<file path="src/rtl/fp_alu_pkg.sv">
// Shared constants for the pipelined floating-point add/multiply unit.
// Latency: n/a (declarations only).
// Backpressure: n/a.
package fp_alu_pkg;

    // Operation select encoding on in_op
    localparam int OP_ADD = 1;
    localparam int OP_MUL = 0;

    // Default field widths of the unified internal format
    localparam int DEF_EXP_W = 6;
    localparam int DEF_MAN_W = 22;
    localparam int DEF_MUL_W = 11;

    // Exponent bias for a given exponent width
    function automatic int bias_of(input int exp_w);
        return (2 ** (exp_w - 1)) - 1;
    endfunction

endpackage

</file>
<file path="src/rtl/fp_lzc.sv">
// Leading-zero counter over a W-bit vector; an all-zero input returns W.
// Latency: combinational.
// Backpressure: n/a.
module fp_lzc #(
    parameter int W  = 22,
    parameter int CW = $clog2(W + 1)
) (
    input  logic [W-1:0]  din,
    output logic [CW-1:0] cnt
);

    // Scan upward so the highest set bit writes the count last
    always_comb begin
        cnt = CW'(W);
        for (int i = 0; i < W; i++) begin
            if (din[i]) begin
                cnt = CW'(W - 1 - i);
            end
        end
    end

endmodule

</file>
<file path="src/rtl/fp_alu_pipe.sv">
// Four-stage pipelined floating-point add/multiply with normalisation and ovf/unf flags.
// Latency: 4 cycles from accepted beat to out_valid when not stalled.
// Backpressure: in_ready = ~out_valid | out_ready; when low every stage holds (global stall).
module fp_alu_pipe
    import fp_alu_pkg::*;
#(
    parameter int EXP_W = DEF_EXP_W,
    parameter int MAN_W = DEF_MAN_W,
    parameter int MUL_W = DEF_MUL_W,
    parameter int BIAS  = bias_of(EXP_W)
) (
    input  logic             clk,
    input  logic             rst_n,
    input  logic             in_valid,
    output logic             in_ready,
    input  logic             in_op,
    input  logic             a_sgn,
    input  logic             b_sgn,
    input  logic [EXP_W-1:0] a_exp,
    input  logic [EXP_W-1:0] b_exp,
    input  logic [MAN_W-1:0] a_man,
    input  logic [MAN_W-1:0] b_man,
    output logic             out_valid,
    input  logic             out_ready,
    output logic             y_sgn,
    output logic [EXP_W-1:0] y_exp,
    output logic [MAN_W-1:0] y_man,
    output logic             y_ovf,
    output logic             y_unf
);

    // Exponents travel as EXP_W+2-bit two's complement so multiply underflow stays visible
    localparam int EW2 = EXP_W + 2;
    localparam int CW  = $clog2(MAN_W + 1);

    // Single shared advance enable for the whole pipe
    logic en;
    assign in_ready = ~out_valid | out_ready;
    assign en       = in_ready;

    // ---------------- S1: operand compare / multiply ----------------
    logic             a_zero, b_zero, a_big;
    logic [MUL_W-1:0] a_hi, b_hi;
    logic [MAN_W-1:0] prod;
    logic             d1_sgn, d1_sub;
    logic [EW2-1:0]   d1_exp;
    logic [MAN_W-1:0] d1_man_l, d1_man_s;
    logic [EXP_W-1:0] d1_sh;

    assign a_zero = (a_man == '0);
    assign b_zero = (b_man == '0);
    // A zero operand is always the smaller one so its exponent never wins
    assign a_big  = b_zero | (~a_zero & ((a_exp > b_exp) | ((a_exp == b_exp) & (a_man >= b_man))));
    assign a_hi   = a_man[MAN_W-1 -: MUL_W];
    assign b_hi   = b_man[MAN_W-1 -: MUL_W];
    assign prod   = MAN_W'(a_hi) * MAN_W'(b_hi);

    // Order add operands by magnitude, or form the product; multiply reuses the add datapath with a zero addend
    always_comb begin
        d1_sgn   = a_sgn ^ b_sgn;
        d1_sub   = 1'b0;
        d1_exp   = EW2'(a_exp) + EW2'(b_exp) - EW2'(BIAS);
        d1_man_l = prod;
        d1_man_s = '0;
        d1_sh    = '0;
        if (in_op == 1'(OP_ADD)) begin
            d1_sub = a_sgn ^ b_sgn;
            if (a_big) begin
                d1_sgn   = a_sgn;
                d1_exp   = EW2'(a_exp);
                d1_man_l = a_man;
                d1_man_s = b_man;
                d1_sh    = a_exp - b_exp;
            end else begin
                d1_sgn   = b_sgn;
                d1_exp   = EW2'(b_exp);
                d1_man_l = b_man;
                d1_man_s = a_man;
                d1_sh    = b_exp - a_exp;
            end
        end
    end

    logic             s1_vld, s1_sgn, s1_sub;
    logic [EW2-1:0]   s1_exp;
    logic [MAN_W-1:0] s1_man_l, s1_man_s;
    logic [EXP_W-1:0] s1_sh;

    // S1 register: capture accepted beats
    always_ff @(posedge clk or negedge rst_n) begin
        if (!rst_n) begin
            s1_vld   <= 1'b0;
            s1_sgn   <= 1'b0;
            s1_sub   <= 1'b0;
            s1_exp   <= '0;
            s1_man_l <= '0;
            s1_man_s <= '0;
            s1_sh    <= '0;
        end else if (en) begin
            s1_vld <= in_valid;
            if (in_valid) begin
                s1_sgn   <= d1_sgn;
                s1_sub   <= d1_sub;
                s1_exp   <= d1_exp;
                s1_man_l <= d1_man_l;
                s1_man_s <= d1_man_s;
                s1_sh    <= d1_sh;
            end
        end
    end

    // ---------------- S2: align shift ----------------
    logic [MAN_W-1:0] d2_man_s;
    assign d2_man_s = (int'(s1_sh) >= MAN_W) ? '0 : (s1_man_s >> s1_sh);

    logic             s2_vld, s2_sgn, s2_sub;
    logic [EW2-1:0]   s2_exp;
    logic [MAN_W-1:0] s2_man_l, s2_man_s;

    // S2 register: aligned smaller mantissa, truncated bits dropped
    always_ff @(posedge clk or negedge rst_n) begin
        if (!rst_n) begin
            s2_vld   <= 1'b0;
            s2_sgn   <= 1'b0;
            s2_sub   <= 1'b0;
            s2_exp   <= '0;
            s2_man_l <= '0;
            s2_man_s <= '0;
        end else if (en) begin
            s2_vld <= s1_vld;
            if (s1_vld) begin
                s2_sgn   <= s1_sgn;
                s2_sub   <= s1_sub;
                s2_exp   <= s1_exp;
                s2_man_l <= s1_man_l;
                s2_man_s <= d2_man_s;
            end
        end
    end

    // ---------------- S3: add / subtract and carry fix ----------------
    logic [MAN_W:0]   sum_add, sum_dif;
    logic             d3_sgn;
    logic [EW2-1:0]   d3_exp;
    logic [MAN_W-1:0] d3_man;

    assign sum_add = {1'b0, s2_man_l} + {1'b0, s2_man_s};
    assign sum_dif = {1'b0, s2_man_l} - {1'b0, s2_man_s};

    // Carry shifts right and bumps the exponent; a borrow (possible only with an
    // unnormalised larger-exponent operand) is folded back to a magnitude with the sign flipped
    always_comb begin
        d3_sgn = s2_sgn;
        d3_exp = s2_exp;
        d3_man = sum_add[MAN_W-1:0];
        if (s2_sub) begin
            if (sum_dif[MAN_W]) begin
                d3_sgn = ~s2_sgn;
                d3_man = s2_man_s - s2_man_l;
            end else begin
                d3_man = sum_dif[MAN_W-1:0];
            end
        end else if (sum_add[MAN_W]) begin
            d3_man = sum_add[MAN_W:1];
            d3_exp = s2_exp + EW2'(1);
        end
    end

    logic             s3_vld, s3_sgn;
    logic [EW2-1:0]   s3_exp;
    logic [MAN_W-1:0] s3_man;

    // S3 register: raw sum with exponent
    always_ff @(posedge clk or negedge rst_n) begin
        if (!rst_n) begin
            s3_vld <= 1'b0;
            s3_sgn <= 1'b0;
            s3_exp <= '0;
            s3_man <= '0;
        end else if (en) begin
            s3_vld <= s2_vld;
            if (s2_vld) begin
                s3_sgn <= d3_sgn;
                s3_exp <= d3_exp;
                s3_man <= d3_man;
            end
        end
    end

    // ---------------- S4: LZC, normalise, flags ----------------
    logic [CW-1:0]    lz;
    logic [MAN_W-1:0] man_n;
    logic             d4_sgn, d4_ovf, d4_unf;
    logic [EXP_W-1:0] d4_exp;
    logic [MAN_W-1:0] d4_man;
    int               lz_i, e_i, sh_i, en_i;

    fp_lzc #(.W(MAN_W), .CW(CW)) u_lzc (
        .din (s3_man),
        .cnt (lz)
    );

    // Normalise no further than exponent 0 (gradual underflow), then classify zero / overflow / underflow
    always_comb begin
        lz_i   = int'(lz);
        e_i    = int'($signed(s3_exp));
        sh_i   = 0;
        if (e_i >= 0) begin
            sh_i = (lz_i < e_i) ? lz_i : e_i;
        end
        man_n  = s3_man << sh_i;
        en_i   = e_i - sh_i;
        d4_sgn = s3_sgn;
        d4_exp = EXP_W'(en_i);
        d4_man = man_n;
        d4_ovf = 1'b0;
        d4_unf = 1'b0;
        if (man_n == '0) begin
            d4_sgn = 1'b0;
            d4_exp = '0;
            d4_man = '0;
        end else if (en_i > (2 ** EXP_W) - 1) begin
            d4_exp = '1;
            d4_man = '1;
            d4_ovf = 1'b1;
        end else if (en_i < 0) begin
            d4_sgn = 1'b0;
            d4_exp = '0;
            d4_man = '0;
            d4_unf = 1'b1;
        end
    end

    // Output register: held while the consumer stalls
    always_ff @(posedge clk or negedge rst_n) begin
        if (!rst_n) begin
            out_valid <= 1'b0;
            y_sgn     <= 1'b0;
            y_exp     <= '0;
            y_man     <= '0;
            y_ovf     <= 1'b0;
            y_unf     <= 1'b0;
        end else if (en) begin
            out_valid <= s3_vld;
            if (s3_vld) begin
                y_sgn <= d4_sgn;
                y_exp <= d4_exp;
                y_man <= d4_man;
                y_ovf <= d4_ovf;
                y_unf <= d4_unf;
            end
        end
    end

endmodule

</file>
<file path="config.mk">
export PLATFORM = sky130hd
export DESIGN_NAME = fp_alu_pipe
export DESIGN_NICKNAME = d
export VERILOG_FILES = /design/src/rtl/fp_alu_pkg.sv /design/src/rtl/fp_lzc.sv /design/src/rtl/fp_alu_pipe.sv
export SDC_FILE = /design/constraint.sdc
export NUM_CORES = 1
export LEC_CHECK = 0
export BUFFER_PORTS_ARGS = -buffer_cell sky130_fd_sc_hd__buf_2
export CORE_MARGIN = 1.5
export CORE_UTILIZATION = 40
export CTS_CLUSTER_DIAMETER = 40
export CTS_CLUSTER_SIZE = 12
export DETAILED_ROUTE_END_ITERATION = 12
export MAX_ROUTING_LAYER = met4
export SLEW_MARGIN = 10
export SYNTH_ARGS = -nofsm -noshare
export SYNTH_HDL_FRONTEND = slang
export SYNTH_SLANG_ARGS = --single-unit
</file>
<file path="constraint.sdc">
create_clock -name clk -period 7.7 [get_ports clk]
set_input_delay 0.77 -clock clk [delete_from_list [all_inputs] [get_ports clk]]
set_output_delay 0.77 -clock clk [all_outputs]
set_load 0.005 [all_outputs]
</file>
==> impl_metrics.tcl <==
set metrics [dict create \
    layout-drive-gt1-share_pct 11.2 \
    syn_nets 2882 \
    path_max_fanout 23 \
    critPathMaxStageDelay_ns 0.57 \
    fin_setup_tns_ns 0 \
    floorplan.initialDensity_pct 40.4 \
    ys_warn_count 0 \
    first_global_vias 18600 \
    synth_edf_count 0 \
    layout_commonest_cell "nand2_1" \
    reg2reg_slack_ns 0.48 \
    ys_types 87 \
    antenna_found_initial 0 \
    cts_buffers 17 \
    ys_ff_latch 180 \
    clock_latency_ns 0.50 \
    nets 2904 \
    finalCritPeriodShare_pct 93.7 \
    fp.dieW_um 231 \
    fmax_ghz 0.139 \
    dr.pass1.iters 5 \
    required_ns 8.07 \
    yosysTopAreaCell "dfrtp_1" \
    gp_congestion 0.943 \
    worstSetupPathType "reg -> reg" \
    period_minus_slack_ns 7.22 \
    yosysSeqAreaShare_pct 21.8 \
    syn-cell-area_um2 20700 \
    coreArea_um2 51200 \
    synth.top_cell.area_share_pct 21.8 \
    die_h_um 231 \
    drc 0 \
    h-tree-depth 4 \
    worst_slew_margin_rel_pct 28.6 \
    tightest_slew_ns 1.07 \
    crit_path_start_kind "flip-flop" \
    drv_slew 0 \
    cts_buffer_depth 2 \
    hold_viol 0 \
    dr.first_iter.drc_count 1296 \
    path_clk_slew_ns 0.08 \
    drtAntennaViolNets 0 \
    vias 18700 \
    wl_per_cell_um 21.3 \
    cp-end-kind "flip-flop" \
    cpMaxStageDelayCell "or4_1" \
    dp_hpwl_mm 54.1 \
    fillers 5149 \
    min_path_type "in -> async" \
    cp.depth 28 \
    final_cell_mix "313 x nand2_1, 238 x inv_1, 194 x ha_1, 190 x o21ai_0, 180 x dfrtp_1" \
    critPathArrivalTime_ns 7.59 \
    grt_max_degree 107 \
    reg2reg_to "y_man[15]" \
    yosys-top-cells-area "dfrtp_1 22%, ha_1 12%, fa_1 10%" \
    grt_pass1_wl_mm 108 \
    status "completed" \
    cap_violations 0 \
    reg2reg_depth 28 \
    numClockSinks 180 \
    root_buffer "clkbuf_16" \
    ctsHoldBuffers 0 \
    cts_setup_buffers 0 \
    crit_family "simple AND/OR/NAND/NOR gates" \
    rr_startpoint "s3_man[8]" \
    ys.flop_type "dfrtp_1" \
    grt_setup_unrepaired "false" \
    gr-usage-all-layers_pct 27.1 \
    wirelength_mm 68.9 \
    avgSynthCellArea_um2 8.21 \
    area_delta_synth_final_pct 9.07 \
    finalSetupViolations 0 \
    viasPerCell 5.77 \
    grt-ovfl-total 0 \
    fp.dieArea_um2 53100 \
    fin_skew_ns 0.0154 \
    pin_count 96 \
    synthArstFlopShare_pct 100 \
    portBuffers 95 \
    netlist_instances 2521 \
    rows 83 \
    cp.buffers_inverters 3 \
    finalCoreUtilization_pct 44.1 \
    cts_tree "yes" \
]
worst register-to-register path: cells and delay by family, from the launching register on:
| kind | cells | cell delay [ns] |
|---|---|---|
| and+or+nand+nor | 7 | 2.38 |
| AOI/OAI and AO/OA | 13 | 2.16 |
| adders and majority gates | 5 | 1.64 |
| DFF | 1 | 0.48 |
| buffers and inverters | 3 | 0.45 |
metal layers:
layer  vias to the layer above  share of wire, %  GRT usage [%]  wire, um
li1                       8858                 -              -         -
met1                      9152                43           33.6     29800
met2                       560                48           44.7     33200
met3                        98               4.4           3.04      3060
met4                         0               4.1           11.4      2820
met5                         -                 0              -         0
synthesized netlist by cell type, types with 11 or more instances:
| cell type | count |
|---|---|
| nand2_1 | 315 |
| inv_1 | 238 |
| ha_1 | 194 |
| o21ai_0 | 191 |
| dfrtp_1 | 180 |
| a21oi_1 | 163 |
| nor2_1 | 135 |
| clkbuf_1 | 118 |
| fa_1 | 104 |
| mux2i_1 | 75 |
| xnor2_1 | 59 |
| and2_1 | 56 |
| mux2_2 | 53 |
| nand3_1 | 43 |
| o21ai_1 | 39 |
| nor3_1 | 38 |
| a21o_1 | 30 |
| a211oi_1 | 25 |
| o31ai_1 | 25 |
| a31oi_1 | 24 |
| nor2b_1 | 23 |
| o21bai_1 | 23 |
| o211ai_1 | 22 |
| nand4_1 | 21 |
| nor4_1 | 21 |
| a22o_1 | 20 |
| nand2b_1 | 18 |
| xor2_1 | 15 |
| buf_2 | 14 |
| o21a_1 | 14 |
| or4_1 | 14 |
| mux4_2 | 13 |
| a221oi_1 | 11 |
| o22ai_1 | 11 |
through the flow:
stage	instances	hold WS (ns)	instance area [um^2]	setup slack, ns
4_1_cts	3236	0.392	22600	0.248
3_3_place_gp	3204	0.461	21900	0.291
6_report	3237	0.356	22600	0.482
3_5_place_dp	3204	0.470	21900	0.312
2_1_floorplan	2521	0.445	20700	0.341
5_1_grt	3236	0.448	22600	0.0369
kinds of logic after synthesis:
| kind of cell | after synthesis | synth area share [%] |
|---|---|---|
| flops | 180 | 21.8 |
| simple gates | 736 | 16.7 |
| fa+ha+maj | 298 | 21.8 |
| xor+xnor | 74 | 3.13 |
| buf+inv | 390 | 7.24 |
| mux | 141 | 7.92 |
| compound gates | 702 | 21.5 |
sequential cells by signal (all words and copies together) (netlist names), 6 cells and up:
| name | count |
|---|---|
| s1_man_l | 22 |
| s1_man_s | 22 |
| s2_man_l | 22 |
| s2_man_s | 22 |
| s3_man | 22 |
| y_man | 22 |
| s1_exp | 8 |
| s2_exp | 8 |
| s3_exp | 8 |
| s1_sh | 6 |
| y_exp | 6 |
area by class of cell:
class,instances,area [um^2],share of cell area (%)
Multi-Input combinational cell,1951,14800,65.5
Timing Repair Buffer,149,902,3.99
Inverter,244,916,4.05
Clock inverter,15,198,0.875
Clock buffer,17,425,1.88
Tap cell,680,851,3.77
Sequential cell,180,4500,19.9
Antenna cell,1,2.50,0.0111
how the worst max path moves through the flow:
stage / from / endpoint
finish: s3_man[8] / y_man[15]
global route: s3_man[8] / y_man[15]
CTS: s3_man[9] / y_man[10]
detailed placement: s3_man[9] / y_man[10]
global placement: s3_man[9] / y_man[1]
floorplan: s3_man[7] / y_man[11]
timing repair:
action,4_1_cts,5_1_grt
resized for setup,0,7
setup endpoints to repair,0,29
endpoints found under the hold margin,0,0
Power is not shown: default switching activity piles up to over one toggle a cycle in this logic, so the estimate is an artifact.
